$ cat config.mk
export PLATFORM = sky130hd
export DESIGN_NAME = whack_round_engine
export DESIGN_NICKNAME = d
export VERILOG_FILES = /design/src/rtl/whack_pkg.sv /design/src/rtl/sec_tick_gen.sv /design/src/rtl/whack_round_engine.sv
export SDC_FILE = /design/constraint.sdc
export NUM_CORES = 1
export LEC_CHECK = 0
export ABC_CLOCK_PERIOD_IN_PS = 4500
export BUFFER_PORTS_ARGS = -buffer_cell sky130_fd_sc_hd__buf_2
export CORE_MARGIN = 8
export CORE_UTILIZATION = 62
export DETAILED_ROUTE_END_ITERATION = 8
export PLACE_DENSITY = 0.77
export SYNTH_ARGS = -nofsm -noshare
export SYNTH_HDL_FRONTEND = slang
export SYNTH_SLANG_ARGS = --single-unit
$ cat constraint.sdc
create_clock -name CLOCK_50 -period 4.5 [get_ports CLOCK_50]
set_clock_uncertainty 0.15 [all_clocks]
set_input_delay 0.225 -clock CLOCK_50 [delete_from_list [all_inputs] [get_ports CLOCK_50]]
set_output_delay 0.225 -clock CLOCK_50 [all_outputs]
set_load 0.05 [all_outputs]
$ cat src/rtl/whack_pkg.sv
// Shared types and constants for the whack-a-box round engine.
package whack_pkg;

  typedef enum logic [1:0] {
    StLobby,
    StArm,
    StShow,
    StOver
  } state_e;

  localparam int unsigned BOX_W_DEFAULT   = 3;
  localparam int unsigned SCORE_W_DEFAULT = 11;
  localparam int unsigned NO_BOX          = 0;

endpackage

$ cat src/rtl/sec_tick_gen.sv
// Prescaler producing a one-cycle tick every CLK_HZ enabled cycles.
module sec_tick_gen #(
  parameter int unsigned CLK_HZ = 50000000
) (
  input  logic clk,
  input  logic reset,
  input  logic clear,
  input  logic enable,
  output logic tick
);

  localparam int unsigned CntW = (CLK_HZ > 1) ? $clog2(CLK_HZ) : 1;
  localparam logic [CntW-1:0] CntMax = CntW'(CLK_HZ - 1);

  logic [CntW-1:0] cnt_q, cnt_d;

  always_comb begin
    cnt_d = cnt_q;
    tick  = 1'b0;
    if (clear) begin
      cnt_d = '0;
    end else if (enable) begin
      if (cnt_q == CntMax) begin
        cnt_d = '0;
        tick  = 1'b1;
      end else begin
        cnt_d = cnt_q + 1'b1;
      end
    end
  end

  always_ff @(posedge clk) begin
    if (reset) begin
      cnt_q <= '0;
    end else begin
      cnt_q <= cnt_d;
    end
  end

endmodule

$ cat src/rtl/whack_round_engine.sv
// Game-round controller: target selection, strike scoring, target windows with
// difficulty ramp, countdown game timer and sound pulses.
module whack_round_engine
  import whack_pkg::*;
#(
  parameter int unsigned NUM_BOXES      = 7,
  parameter int unsigned BOX_W          = BOX_W_DEFAULT,
  parameter int unsigned SCORE_W        = SCORE_W_DEFAULT,
  parameter int unsigned CLK_HZ         = 50000000,
  parameter int unsigned GAME_SECONDS   = 60,
  parameter int unsigned TARGET_CYCLES  = 50000000,
  parameter int unsigned HITS_PER_LEVEL = 5,
  parameter int unsigned MAX_LEVEL      = 3,
  parameter int unsigned SOUND_CYCLES   = 5000000,
  parameter int unsigned MISS_PENALTY   = 1,
  localparam int unsigned TimerW = $clog2(GAME_SECONDS + 1),
  localparam int unsigned LevelW = $clog2(MAX_LEVEL + 1)
) (
  input  logic               CLOCK_50,
  input  logic               reset,
  input  logic               start_game,
  input  logic [BOX_W-1:0]   box_address,
  input  logic [BOX_W-1:0]   lfsr_value,
  output logic [BOX_W-1:0]   target_box,
  output logic [SCORE_W-1:0] score,
  output logic [TimerW-1:0]  game_timer,
  output logic [LevelW-1:0]  level,
  output logic               game_over,
  output logic               lobby_sound,
  output logic               play_sound,
  output logic               miss_sound
);

  localparam int unsigned WinW    = $clog2(TARGET_CYCLES + 1);
  localparam int unsigned StreakW = $clog2(HITS_PER_LEVEL + 1);
  localparam int unsigned SndW    = $clog2(SOUND_CYCLES + 1);

  localparam logic [SCORE_W-1:0] ScoreMax  = '1;
  localparam logic [TimerW-1:0]  TimerInit = TimerW'(GAME_SECONDS);
  localparam logic [LevelW-1:0]  LevelMax  = LevelW'(MAX_LEVEL);
  localparam logic [StreakW-1:0] StreakTop = StreakW'(HITS_PER_LEVEL);
  localparam logic [WinW-1:0]    WinBase   = WinW'(TARGET_CYCLES);
  localparam logic [WinW-1:0]    WinOne    = WinW'(1);
  localparam logic [SndW-1:0]    SndLoad   = SndW'(SOUND_CYCLES);
  localparam logic [BOX_W-1:0]   BoxMax    = BOX_W'(NUM_BOXES);
  localparam logic [BOX_W-1:0]   NoBox     = BOX_W'(NO_BOX);

  state_e             state_q, state_d;
  logic [BOX_W-1:0]   box_q, box_q2;
  logic [BOX_W-1:0]   target_q, target_d, prev_q, prev_d;
  logic [SCORE_W-1:0] score_q, score_d;
  logic [LevelW-1:0]  level_q, level_d;
  logic [StreakW-1:0] streak_q, streak_d;
  logic [TimerW-1:0]  timer_q, timer_d;
  logic [WinW-1:0]    win_q, win_d;
  logic [SndW-1:0]    play_q, play_d, miss_q, miss_d;

  logic strike, hit, wrong, lfsr_ok, playing, tick, tick_clear, tick_en;

  // A held box shows up once: only a change to a non-zero address is a strike.
  assign strike  = (box_q != NoBox) && (box_q != box_q2);
  assign hit     = (state_q == StShow) && strike && (box_q == target_q);
  assign wrong   = (state_q == StShow) && strike && (box_q != target_q);
  assign lfsr_ok = (lfsr_value != NoBox) && (lfsr_value <= BoxMax) && (lfsr_value != prev_q);

  assign playing    = (state_q == StArm) || (state_q == StShow);
  assign tick_en    = playing && (timer_q != '0);
  assign tick_clear = ((state_q == StLobby) || (state_q == StOver)) && start_game;

  sec_tick_gen #(
    .CLK_HZ(CLK_HZ)
  ) u_sec_tick (
    .clk   (CLOCK_50),
    .reset (reset),
    .clear (tick_clear),
    .enable(tick_en),
    .tick  (tick)
  );

  always_comb begin
    state_d  = state_q;
    target_d = target_q;
    prev_d   = prev_q;
    score_d  = score_q;
    level_d  = level_q;
    streak_d = streak_q;
    timer_d  = timer_q;
    win_d    = win_q;
    play_d   = (play_q != '0) ? play_q - 1'b1 : play_q;
    miss_d   = (miss_q != '0) ? miss_q - 1'b1 : miss_q;

    unique case (state_q)
      StLobby, StOver: begin
        if (start_game) begin
          score_d  = '0;
          level_d  = '0;
          streak_d = '0;
          timer_d  = TimerInit;
          target_d = NoBox;
          state_d  = StArm;
        end
      end
      StArm: begin
        if (lfsr_ok) begin
          target_d = lfsr_value;
          prev_d   = lfsr_value;
          win_d    = WinBase >> level_q;
          state_d  = StShow;
        end
      end
      StShow: begin
        if (hit) begin
          if (score_q != ScoreMax) score_d = score_q + 1'b1;
          play_d = SndLoad;
          if (streak_q + 1'b1 == StreakTop) begin
            streak_d = '0;
            if (level_q != LevelMax) level_d = level_q + 1'b1;
          end else begin
            streak_d = streak_q + 1'b1;
          end
          target_d = NoBox;
          state_d  = StArm;
        end else begin
          if (wrong) begin
            if ((MISS_PENALTY != 0) && (score_q != '0)) score_d = score_q - 1'b1;
            miss_d   = SndLoad;
            streak_d = '0;
          end
          if (win_q <= WinOne) begin
            streak_d = '0;
            target_d = NoBox;
            state_d  = StArm;
          end else begin
            win_d = win_q - 1'b1;
          end
        end
      end
      default: state_d = StLobby;
    endcase

    if (tick) timer_d = timer_q - 1'b1;
    // Timer expiry overrides any ARM/SHOW transition; a same-cycle hit is already scored.
    if (playing && (timer_q == '0)) begin
      state_d  = StOver;
      target_d = NoBox;
    end
  end

  always_ff @(posedge CLOCK_50) begin
    if (reset) begin
      state_q  <= StLobby;
      box_q    <= NoBox;
      box_q2   <= NoBox;
      target_q <= NoBox;
      prev_q   <= NoBox;
      score_q  <= '0;
      level_q  <= '0;
      streak_q <= '0;
      timer_q  <= TimerInit;
      win_q    <= '0;
      play_q   <= '0;
      miss_q   <= '0;
    end else begin
      state_q  <= state_d;
      box_q    <= box_address;
      box_q2   <= box_q;
      target_q <= target_d;
      prev_q   <= prev_d;
      score_q  <= score_d;
      level_q  <= level_d;
      streak_q <= streak_d;
      timer_q  <= timer_d;
      win_q    <= win_d;
      play_q   <= play_d;
      miss_q   <= miss_d;
    end
  end

  assign target_box  = target_q;
  assign score       = score_q;
  assign game_timer  = timer_q;
  assign level       = level_q;
  assign game_over   = (state_q == StOver);
  assign lobby_sound = (state_q == StLobby);
  assign play_sound  = (play_q != '0);
  assign miss_sound  = (miss_q != '0);

endmodule

# After elaboration in Yosys (flattened, before gate mapping)

Cells that the tools add are included.

Input port bits: 9
Bits in writable memories: 0
Memories kept: 0
Output and inout bits: 26
Logic and storage cells: 130
Bits in read-only memories: 0
Bits in latches: 0
Register bits: 134

Reduce and logical (&&, ||, !) cells: 34
Bitwise gates (word level): 0
Multiplexer cells: 45
Multipliers: 0
Shift-type cells: 1
Equality and inequality tests: 26
Order comparisons: 2
Add/sub/neg operators: 9
Div/mod/pow operators: 0

Operators by type and width:

| cell                    | number |
|---|---|
| $mux W23                | 7 |
| $mux W26                | 4 |
| $mux W11                | 5 |
| $pmux W26 S2            | 1 |
| $reduce_bool A23 Y1     | 2 |
| $sub A23 B1 Y23 const B | 2 |
| $add A26 B1 Y26 const B | 1 |
| $eq A26 B26 Y1 const B  | 1 |
| $le A26 B1 Y1 const B   | 1 |
| $shr A26 B2 Y26 const A | 1 |
| $sub A26 B1 Y26 const B | 1 |
| $mux W3                 | 8 |
| $pmux W11 S2            | 1 |
| $mux W2                 | 9 |
| $mux W6                 | 3 |
| $ne A2 B2 Y1 const B    | 6 |
| $ne A3 B2 Y1 const B    | 4 |
| $add A11 B1 Y11 const B | 1 |
| $ne A11 B11 Y1 const B  | 1 |
| $reduce_bool A11 Y1     | 1 |
| $sub A11 B1 Y11 const B | 1 |
| $reduce_and A5 Y1       | 2 |
| $logic_and A1 B1 Y1     | 9 |
| $ne A3 B3 Y1            | 3 |
| 27 further kinds        | 42 |

# Longest topological paths before layout

Gate-level depths: netlist of the first run.

Word-level depth: 8
Mapped depth: 15
Depth with buffers taken out: 13

# Hierarchy

A second synthesis of the first run with hierarchy kept.

Cell total of the unflattened synthesis: 889
Area, all modules: 7318.3 µm²

By module, submodules not included:

| module             | times used | cells an instance | area each (µm²) |
|---|---|---|---|
| whack_round_engine | 1          | 734               | 5963.2 |
| sec_tick_gen       | 1          | 155               | 1355.0 |

# Worst setup path after synthesis of the first run

Ideal clock, no wire load.

Path kind: register to register
From: reg box_q[2]
To: reg score_q[10] (netlist: score[10])
Required time: 4.235 ns
Stages on the path, launching flop included: 16
Setup slack: 0.810 ns
Setup time: 0.115 ns
Path buffers: 2
Arrival: 3.424 ns
Path through: dfxtp_1 buf_2 xnor2_1 a311oi_1 nor2_1 nor3_1 nand2_1 clkbuf_1 ha_1 a211oi_1 o211ai_1 nand2_1 o21a_1 or3_1 a32oi_1 a21bo_2

Cells in the longest elaborated chain, start to end: 6
Elaborated cells on any way between the ends: 14

Ends and longest elaborated chain:

| what                                                               | RTL line                                           | RTL |
|---|---|---|
| start: declaration                                                 | whack_round_engine.sv:49                           | `logic [BOX_W-1:0] box_q, box_q2;` |
| start signal: assignment                                           | whack_round_engine.sv:152                          | `box_q <= NoBox;` |
| start signal: assignment                                           | whack_round_engine.sv:165                          | `box_q <= box_address;` |
| $ne A3 B3 Y1 or $reduce_bool A3 Y1 (tied branches)                 | whack_round_engine.sv:61                           | `assign strike = (box_q != NoBox) && (box_q != box_q2);` |
| $logic_and A1 B1 Y1                                                | whack_round_engine.sv:61                           |  |
| $logic_and A1 B1 Y1                                                | whack_round_engine.sv:62, whack_round_engine.sv:63 |  |
| $logic_and A1 B1 Y1 (on tied branches)                             | whack_round_engine.sv:62, whack_round_engine.sv:63 |  |
| $ne A3 B2 Y1 (no source line), or another cell as far along        | --                                                 |  |
| $reduce_and A5 Y1 (no source line) or $pmux W11 S2 (tied branches) | --                                                 |  |
| end signal: assignment                                             | whack_round_engine.sv:169                          | `score_q <= score_d;` |
| end: declaration                                                   | whack_round_engine.sv:51                           | `logic [SCORE_W-1:0] score_q, score_d;` |

Parallel ways exist; a longest one is shown, timed or not.
A chain may end at the register's enable or synchronous reset.

# Worst setup path in the final report of the first run

Ends and elaborated chain as after synthesis.

==> results by stage, run 1 <==
Worst setup path:
- The data arrival time of the worst path is ~4.3 ns.
- The setup check on the worst reg-to-reg path leaves a slack of 0.41 ns.
- Walking the worst path, the cells encountered are xnor2_1 > a311oi_1 > nor2_1 > nor3_1 > nand2_1 > fa_1 > a211oi_1 > o211ai_1 > nand2_1 > o21a_1 > o21ai_0 > a32oi_1 > a21bo_2.
- In this run the worst setup path begins at box_q[2].
- The worst setup path is launched from a register.
- The critical register-to-register path startpoint is box_q[2].
- The most numerous cell type found on the critical path is sky130_fd_sc_hd__nand2_1.
- The peak fanout along the critical path is 23.
- The cell at the slowest stage of the critical path is sky130_fd_sc_hd__fa_1.
- The critical path is of the register to register type.
- In this design, the stage delay of the slowest critical-path cell is around 0.66 ns.
- The end of the worst register-to-register path is score[10].
- The number of cells on the worst reg-to-reg path is 13.
- STA classifies the critical path endpoint as a register.
- At the worst endpoint, the required time is about 4.7 ns.
- In this run the worst setup path terminates at score[10].

Layout:
- The combined area of the multi-input logic cells is about 0.0043 sq mm.
- The layout cell share with drive strength beyond 1 is approximately a tenth.
- The count of cells in the finished layout, fillers not included, comes to between 1000 and 1500.
- The antenna diode instance count is 0.
- After filler insertion, the fill cell instance count of the layout stands at slightly above 900.
- The synthesis-to-finish area growth is 13.1%.
- In the final design database the tool counted between 900 and 1000 nets.
- Across the whole layout, storage elements account for 0.00268 sq mm.

Global routing:
- The first global-routing pass estimated roughly 29000 um of wire.
- The via count of the first global-routing pass was between 6000 and 7000.
- The maximum number of pins on one net before global-route repair is 48.
- Summed over all layers, the global routing overflow is 0.
- The initial antenna violation count is 0.
- The overall track demand over capacity in global routing is 23.0%.

STA:
- The accumulated negative setup slack is 0 ns.
- Setup repair after global routing left no endpoint under its margin.
- At the pin with the least slew margin, the transition time is around 1.2 ns.
- Headroom to the max-slew limit came out at between 20 and 25%.
- The clock period could shrink to 4.09 ns.
- The final clock period utilization by the worst path is about nine tenths.
- The count of final setup violators is 0.
- The hold violation total from the final report is 0.
- The max-slew violation count is 0.
- The upper clock frequency limit is 245 MHz.

Placed design:
- The number of buffers inserted by port buffering is 34.
- After detailed placement, the design holds a cell count of 1044.
- At the end of routability-driven placement, the weighted congestion stood at 0.886.
- After legalization and detailed placement, the total HPWL measured about 12000 um.

Synth:
- The share of synthesized area occupied by flip-flops and latches is between 30% and 40%.
- The cell type with the largest total area after synthesis is sky130_fd_sc_hd__dfxtp_1.
- Synthesis produced a netlist with a net count of 934.
- The synthesized netlist occupies a cell area of roughly 0.0072 sq mm.
- Synthesis instantiated between 60 and 70 different standard cells from the library.
- The number of warnings printed during yosys synthesis is 0.
- Each instance of the synthesized netlist takes up on average about 8.1 sq um.
- In this run, synthesis produced a sequential element count of approximately 130.
- The top cell type by area accounts for approximately 37% of the synthesized area.
- For this run, the leading register cell type out of synthesis is sky130_fd_sc_hd__dfxtp_1.
- Counting flops with a built-in enable in the synthesized netlist gives 0.
- By area the synthesized netlist is led by sky130_fd_sc_hd__dfxtp_1 37%, sky130_fd_sc_hd__a21oi_1 6.0%, sky130_fd_sc_hd__nor2_1 5.9%, sky130_fd_sc_hd__ha_1 5.4%, sky130_fd_sc_hd__xnor2_1 4.1%.
- Counting flops with an async set or reset pin after synthesis yields a share of 0%.
- The synthesized netlist cell count is roughly 890.

Outcome:
- The flow ran to the end, and the final reports show no timing, DRC or antenna violations.

Power and ir drop:
- The ratio of total power to cell area is just over 700 mW/mm^2.
- The leakage dissipation is about 3 nW.
- VDD sags by at most roughly 0.65 mV.

CTS:
- The post-cts hold buffer count is 6.
- The number of clock buffers inserted by TritonCTS is 17.
- The tree is rooted in a sky130_fd_sc_hd__clkbuf_16.
- In this run the deepest clock path goes through 2 buffers.
- Clock tree synthesis found a total of about 130 sinks.
- The clock tree from TritonCTS is built.
- After clock tree synthesis, the repair step resized 0 gates.
- The post-CTS setup repair buffer count is 0.
- The insertion delay of the later-clocked pin in the worst-skew pair is about 0.42 ns.
- The number of levels in the clock H-tree is 4.
- After clock tree synthesis, the clock-pin slew on the worst setup and hold paths is 0.06 ns.

Die:
- The number of placement rows is 39.
- The number of placed I/O pins is 35.
- The die is around 120 um tall.
- The x dimension of the die is between 100 and 150 um.
- The area of the die is around 0.015 sq mm.
- Once the floorplan was initialized, standard cells occupied 63.4% of the core.
- The core region area is roughly 0.011 sq mm.

Route:
- For this block, the routed nets add up to around 17000 um of wire.
- The number of vias in the routed layout is approximately 6700.
- Dividing the detail-routed wire length by the instance count gives about 16 um.
- In the routed layout, each cell is associated on average with a via count of 6.16.
- In the routed design, unresolved DRC markers number 0.
- For this block, the initial DRC count from the detailed router was between 500 and 600.
- Before antenna repair, the detailed router went through 5 iterations.
- The post-detailed-route count of antenna-violating nets is 0.

Hold path:
- In this run the worst hold path is classified as input port to register.

Run:
- Max-cap violations in this run came to 0.
-- stage by stage --
| step | worst slack (ns) | total power [mW] | cell area, sq um | util, % | hold WS, ns |
|---|---|---|---|---|---|
| 2_1_floorplan | 0.810 | 3.84 | 7240 | - | 0.189 |
| 3_3_place_gp | 0.764 | 4.30 | 7500 | 65.6 | 0.304 |
| 3_5_place_dp | 0.493 | 4.39 | 7500 | 65.6 | 0.309 |
| 4_1_cts | 0.482 | 5.89 | 8190 | 71.7 | 0.152 |
| 5_1_grt | 0.212 | 6.33 | 8190 | 71.7 | 0.172 |
| 6_report | 0.412 | 5.91 | 8190 | 71.7 | 0.175 |
-- worst max-delay path: cells and delay by family, from the launching register on --
family          cells  cell delay [ns]
xor+xnor            1             0.14
flops               1             0.48
simple gates        4             1.02
compound gates      7             1.53
fa+ha+maj           1             0.66
-- kinds of logic after synthesis --
group	synth area share, %
buf+inv	3.09
xor+xnor	8.11
simple gates	28.0
mux	0.830
fa+ha+maj	5.63
compound gates	17.3
flops	37.1
-- registers in the layout (all words and copies together), names as in the netlist, 6 cells and up --
signal and cells:
game_timer 6, score 11, win_q 26, u_sec_tick.cnt_q 26, play_q 23, miss_q 23
-- final cells by class --
cell class	instances	share of cell area (%)
tap	143	2.19
clock buffer	19	5.53
timing repair buffer	46	3.36
clock inverter	13	2.19
multi-input combinational	704	52.9
sequential	134	32.8
inverter	23	1.05
-- synthesized netlist by cell type, types with 10 or more instances --
cell,number
sky130_fd_sc_hd__a21oi_1,87
sky130_fd_sc_hd__dfxtp_1,134
sky130_fd_sc_hd__nand4_1,23
sky130_fd_sc_hd__or4_1,10
sky130_fd_sc_hd__nor4_1,25
sky130_fd_sc_hd__nor3_1,32
sky130_fd_sc_hd__xor2_1,33
sky130_fd_sc_hd__or3_1,15
sky130_fd_sc_hd__nor2b_1,17
sky130_fd_sc_hd__inv_1,22
sky130_fd_sc_hd__nand2_1,69
sky130_fd_sc_hd__clkbuf_1,28
sky130_fd_sc_hd__o21ai_0,53
sky130_fd_sc_hd__xnor2_1,34
sky130_fd_sc_hd__nand3_1,27
sky130_fd_sc_hd__nand2b_1,20
sky130_fd_sc_hd__nor2_1,114
sky130_fd_sc_hd__ha_1,31
-- routing by layer --
layer	share of wire (%)	GRT usage [%]	vias up	wire, um
met5	0	0	-	0
met4	1.4	7.66	0	231
met3	6.4	7.03	27	1080
met2	47	37.1	192	7960
met1	45	28.6	3162	7720
li1	-	-	3279	-
-- report_power, final --
group / total (mW) / switching [mW] / internal, mW / leakage (nW)
clock network: 1.46 / 0.511 / 0.951 / 0.301
logic: 2.72 / 1.73 / 0.995 / 1.69
registers: 1.72 / 0.265 / 1.46 / 1.09
-- cells in the final DEF (no fill, tap or decap), types with 22 or more instances in the layout --
cell                        n
sky130_fd_sc_hd__a21oi_1   87
sky130_fd_sc_hd__dfxtp_1  134
sky130_fd_sc_hd__inv_1     22
sky130_fd_sc_hd__nand4_1   23
sky130_fd_sc_hd__buf_2     34
sky130_fd_sc_hd__nand3_1   27
sky130_fd_sc_hd__nor3_1    32
sky130_fd_sc_hd__xor2_1    33
sky130_fd_sc_hd__nand2_1   69
sky130_fd_sc_hd__xnor2_1   34
sky130_fd_sc_hd__o21ai_0   53
sky130_fd_sc_hd__ha_1      31
sky130_fd_sc_hd__nor4_1    25
sky130_fd_sc_hd__nor2_1   114
-- worst min-delay path by stage --
stage,depth (start not counted),end,slack [ns],start
after floorplan,2,game_timer[5],0.19,reset
after global placement,2,play_q[15],0.30,play_q[15]
after detailed placement,2,play_q[22],0.31,play_q[22]
after CTS,3,u_sec_tick.cnt_q[2],0.15,start_game
after global routing,3,u_sec_tick.cnt_q[2],0.17,start_game
final,3,u_sec_tick.cnt_q[2],0.17,start_game
Power figures use the tool's default switching activity.
==> run 2, diff against run 1 <==
--- a/config.mk
+++ b/config.mk
@@ -10,7 +10,7 @@
 export CORE_MARGIN = 8
 export CORE_UTILIZATION = 62
 export DETAILED_ROUTE_END_ITERATION = 8
-export PLACE_DENSITY = 0.77
+export PLACE_DENSITY_LB_ADDON = 0.2
 export SYNTH_ARGS = -nofsm -noshare
 export SYNTH_HDL_FRONTEND = slang
 export SYNTH_SLANG_ARGS = --single-unit
==> results by stage, run 2 (same netlist as run 1, synthesis figures left out) <==
Outcome:
- Result of the run: complete, no violations (unchanged).

Global routing:
- The via count of the first global-routing pass was 6397 (was 6243).
- The wire length of the first global-routing pass is 29500 um (was 28800 um).
- The maximum number of pins on one net before global-route repair is 47 (was 48).
- The initial antenna violation count is 0 (unchanged).
- The sum of overflow across all layers after global routing is 0 (unchanged).
- The overall track demand over capacity in global routing is 23.6% (was 23.0%).

CTS:
- The CTS sink count is 134 (unchanged).
- The number of resized instances in the post-cts repair step is 0 (unchanged).
- The insertion delay of the later-clocked pin in the worst-skew pair was 0.42 ns (about the same).
- The post-cts hold buffer count was 6 (unchanged).
- The cell at the root of the clock tree was sky130_fd_sc_hd__clkbuf_16 (unchanged).
- The number of levels in the clock H-tree is 4 (unchanged).
- The number of clock buffers inserted by TritonCTS is 17 (unchanged).
- The post-CTS setup repair buffer count is 0 (unchanged).
- The clock-pin slew on the worst setup and hold paths came to 0.06 ns (about the same).
- The maximum clock insertion buffer count is 2 (unchanged).
- The clock tree from TritonCTS was built (unchanged).

STA:
- The hold violation total from the final report is 0 (unchanged).
- Setup repair after global routing missed its margin: no (unchanged).
- The accumulated negative setup slack is 0 ns (unchanged).
- The worst setup margin is 0.823 ns (was 0.412 ns).
- The upper clock frequency limit was 272 MHz (was 245 MHz).
- The count of final setup violators is 0 (unchanged).
- The max-slew headroom at the worst pin is 14.4% (was 22.2%).
- The max-slew violation count came to 0 (unchanged).
- The final clock period utilization by the worst path came to 81.7% (was 90.8%).
- The post-layout minimum cycle time is 3.68 ns (was 4.09 ns).
- The worst-margin pin slew is 1.28 ns (was 1.17 ns).

Power and ir drop:
- The worst ir drop on vdd is 0.589 mV (was 0.650 mV).
- The ratio of total power to cell area is 725 mW/mm^2 (was 721 mW/mm^2).
- The leakage dissipation is 3.10 nW (was 3.09 nW).

Die:
- The die height was 124 um (unchanged).
- The core region area is 0.0114 sq mm (unchanged).
- The initial standard-cell utilization of the core is 63.4% (unchanged).
- The area of the die came to 0.0154 sq mm (unchanged).
- The number of placement rows is 39 (unchanged).
- The x dimension of the die is 124 um (unchanged).
- The number of placed I/O pins is 35 (unchanged).

Worst setup path:
- The peak fanout along the critical path is 9 (was 23).
- The type of origin of the critical path is a register (unchanged).
- The worst stage delay on the critical path is 0.43 ns (was 0.66 ns).
- The register-to-register path setup slack is 0.82 ns (was 0.41 ns).
- The most frequent cell on the critical path is sky130_fd_sc_hd__a21oi_1 (was sky130_fd_sc_hd__nand2_1).
- The nature of the critical path endpoint is a register (unchanged).
- The worst path required time is 4.64 ns (was 4.66 ns).
- The cell at the slowest stage of the critical path is sky130_fd_sc_hd__nor4_1 (was sky130_fd_sc_hd__fa_1).
- The data arrival time of the worst path is 3.82 ns (was 4.25 ns).
- The class of the most critical setup path is register to register (unchanged).
- Critical Path, Cell by Cell: nor4_1 > o21ai_0 > nor2_1 > nor3_1 > nand2_1 > ha_1 > a21o_1 > a21oi_1 > o211ai_1 > a31o_2 > a21oi_1 > xor2_1 > o41ai_1 (was xnor2_1 > a311oi_1 > nor2_1 > nor3_1 > nand2_1 > fa_1 > a211oi_1 > o211ai_1 > nand2_1 > o21a_1 > o21ai_0 > a32oi_1 > a21bo_2).

Placed design:
- The placer congestion estimate is 0.880 (was 0.886).
- The half-perimeter wire length after placement is 11800 um (was 11700 um).
- The number of buffers inserted by port buffering is 34 (unchanged).
- The worst slack after detailed placement is 0.859 ns (was 0.493 ns).

Layout:
- Commonest cells after routing, fill and taps aside: 134 x sky130_fd_sc_hd__dfxtp_1, 114 x sky130_fd_sc_hd__nor2_1, 87 x sky130_fd_sc_hd__a21oi_1 (unchanged).
- The synthesis-to-finish area growth is 13.1% (about the same).
- The layout cell share with drive strength beyond 1 was 9.47% (was 9.37%).
- The most frequent standard cell in the layout excluding fill and tap cells is sky130_fd_sc_hd__dfxtp_1 (unchanged).
- The antenna diode instance count is 0 (unchanged).
- Registers with the highest flip-flop counts: u_sec_tick.cnt_q (26), win_q (26) (unchanged).
- The area of all sequential standard cells was 0.00268 sq mm (unchanged).
- The combined area of the multi-input logic cells is 0.00433 sq mm (unchanged).
- The final-layout fill cell count came to 902 (was 912).
- The net total in the final layout came to 968 (was 967).

Route:
- The number of vias in the routed layout is 6706 (was 6660).
- The count of routing violations after the opening detailed-route iteration is 660 (was 526).
- The per-cell routed wire length is 16.1 um (was 15.7 um).
- The number of iterations in the first detailed-routing pass was 5 (unchanged).
- The number of remaining DRC errors is 0 (unchanged).
- The overall routed net length was 17400 um (was 17000 um).
- The post-detailed-route count of antenna-violating nets came to 0 (unchanged).
- The via density per instance is 6.19 (was 6.16).

Run:
- The max-capacitance violation count is 0 (unchanged).

Hold path:
- The path category of the worst min-delay check is input port to register (unchanged).
==> run 2: cell types whose count changed in the layout (fill, tap and decap cells not counted) <==
cell	before	now
sky130_fd_sc_hd__clkinvlp_4	4	2
sky130_fd_sc_hd__buf_4	6	7
sky130_fd_sc_hd__clkbuf_8	2	1
sky130_fd_sc_hd__clkinv_2	4	6
sky130_fd_sc_hd__clkinv_4	1	2
==> run 2: layer usage <==
metal	share of wire, %	track usage, %	vias to the layer above
met5	0	0	-
met4	1.3	7.88	0
met3	7.1	6.48	36
met2	47	39.1	227
met1	45	29.1	3165
li1	-	-	3278
==> run 2: worst max-delay path, delay by kind of cell (launching register included) <==
| family | cells | cell delay, ns |
|---|---|---|
| XOR/XNOR | 1 | 0.10 |
| flip-flops | 1 | 0.39 |
| AO/OA/AOI/OAI | 7 | 1.53 |
| AND/OR/NAND/NOR | 4 | 1.08 |
| adder cells (fa/ha/maj) | 1 | 0.30 |
==> run 2: final timing paths <==
check / start / end / depth (start not counted)
hold reg to reg: play_q[15] / play_q[15] / 2
hold / removal: start_game / u_sec_tick.cnt_q[2] / 3
setup reg to reg: box_q[2] / score[9] / 13
setup / recovery: box_q[2] / score[9] / 13
==> run 2: final cells by class <==
| class | count | share of cell area [%] |
|---|---|---|
| Timing Repair Buffer | 47 | 3.45 |
| Inverter | 23 | 1.05 |
| Tap cell | 143 | 2.19 |
| Multi-Input combinational cell | 704 | 52.9 |
| Sequential cell | 134 | 32.8 |
| Clock inverter | 14 | 2.23 |
| Clock buffer | 18 | 5.37 |
==> run 2: power by group <==
part / switching [mW] / total [mW] / internal (mW)
Clock: 0.514 / 1.45 / 0.935
Sequential: 0.275 / 1.73 / 1.46
Combinational: 1.75 / 2.75 / 0.996
==> run 2: metrics by stage <==
stage	instances	hold slack, ns	util, %	instance area, sq um	power (mW)
after floorplan	893	0.189	-	7240	3.84
after global placement	1045	0.301	65.7	7500	4.30
after detailed placement	1045	0.304	65.7	7500	4.42
after CTS	1083	0.150	71.7	8190	5.90
after global routing	1083	0.183	71.7	8190	6.33
final	1083	0.175	71.7	8190	5.93
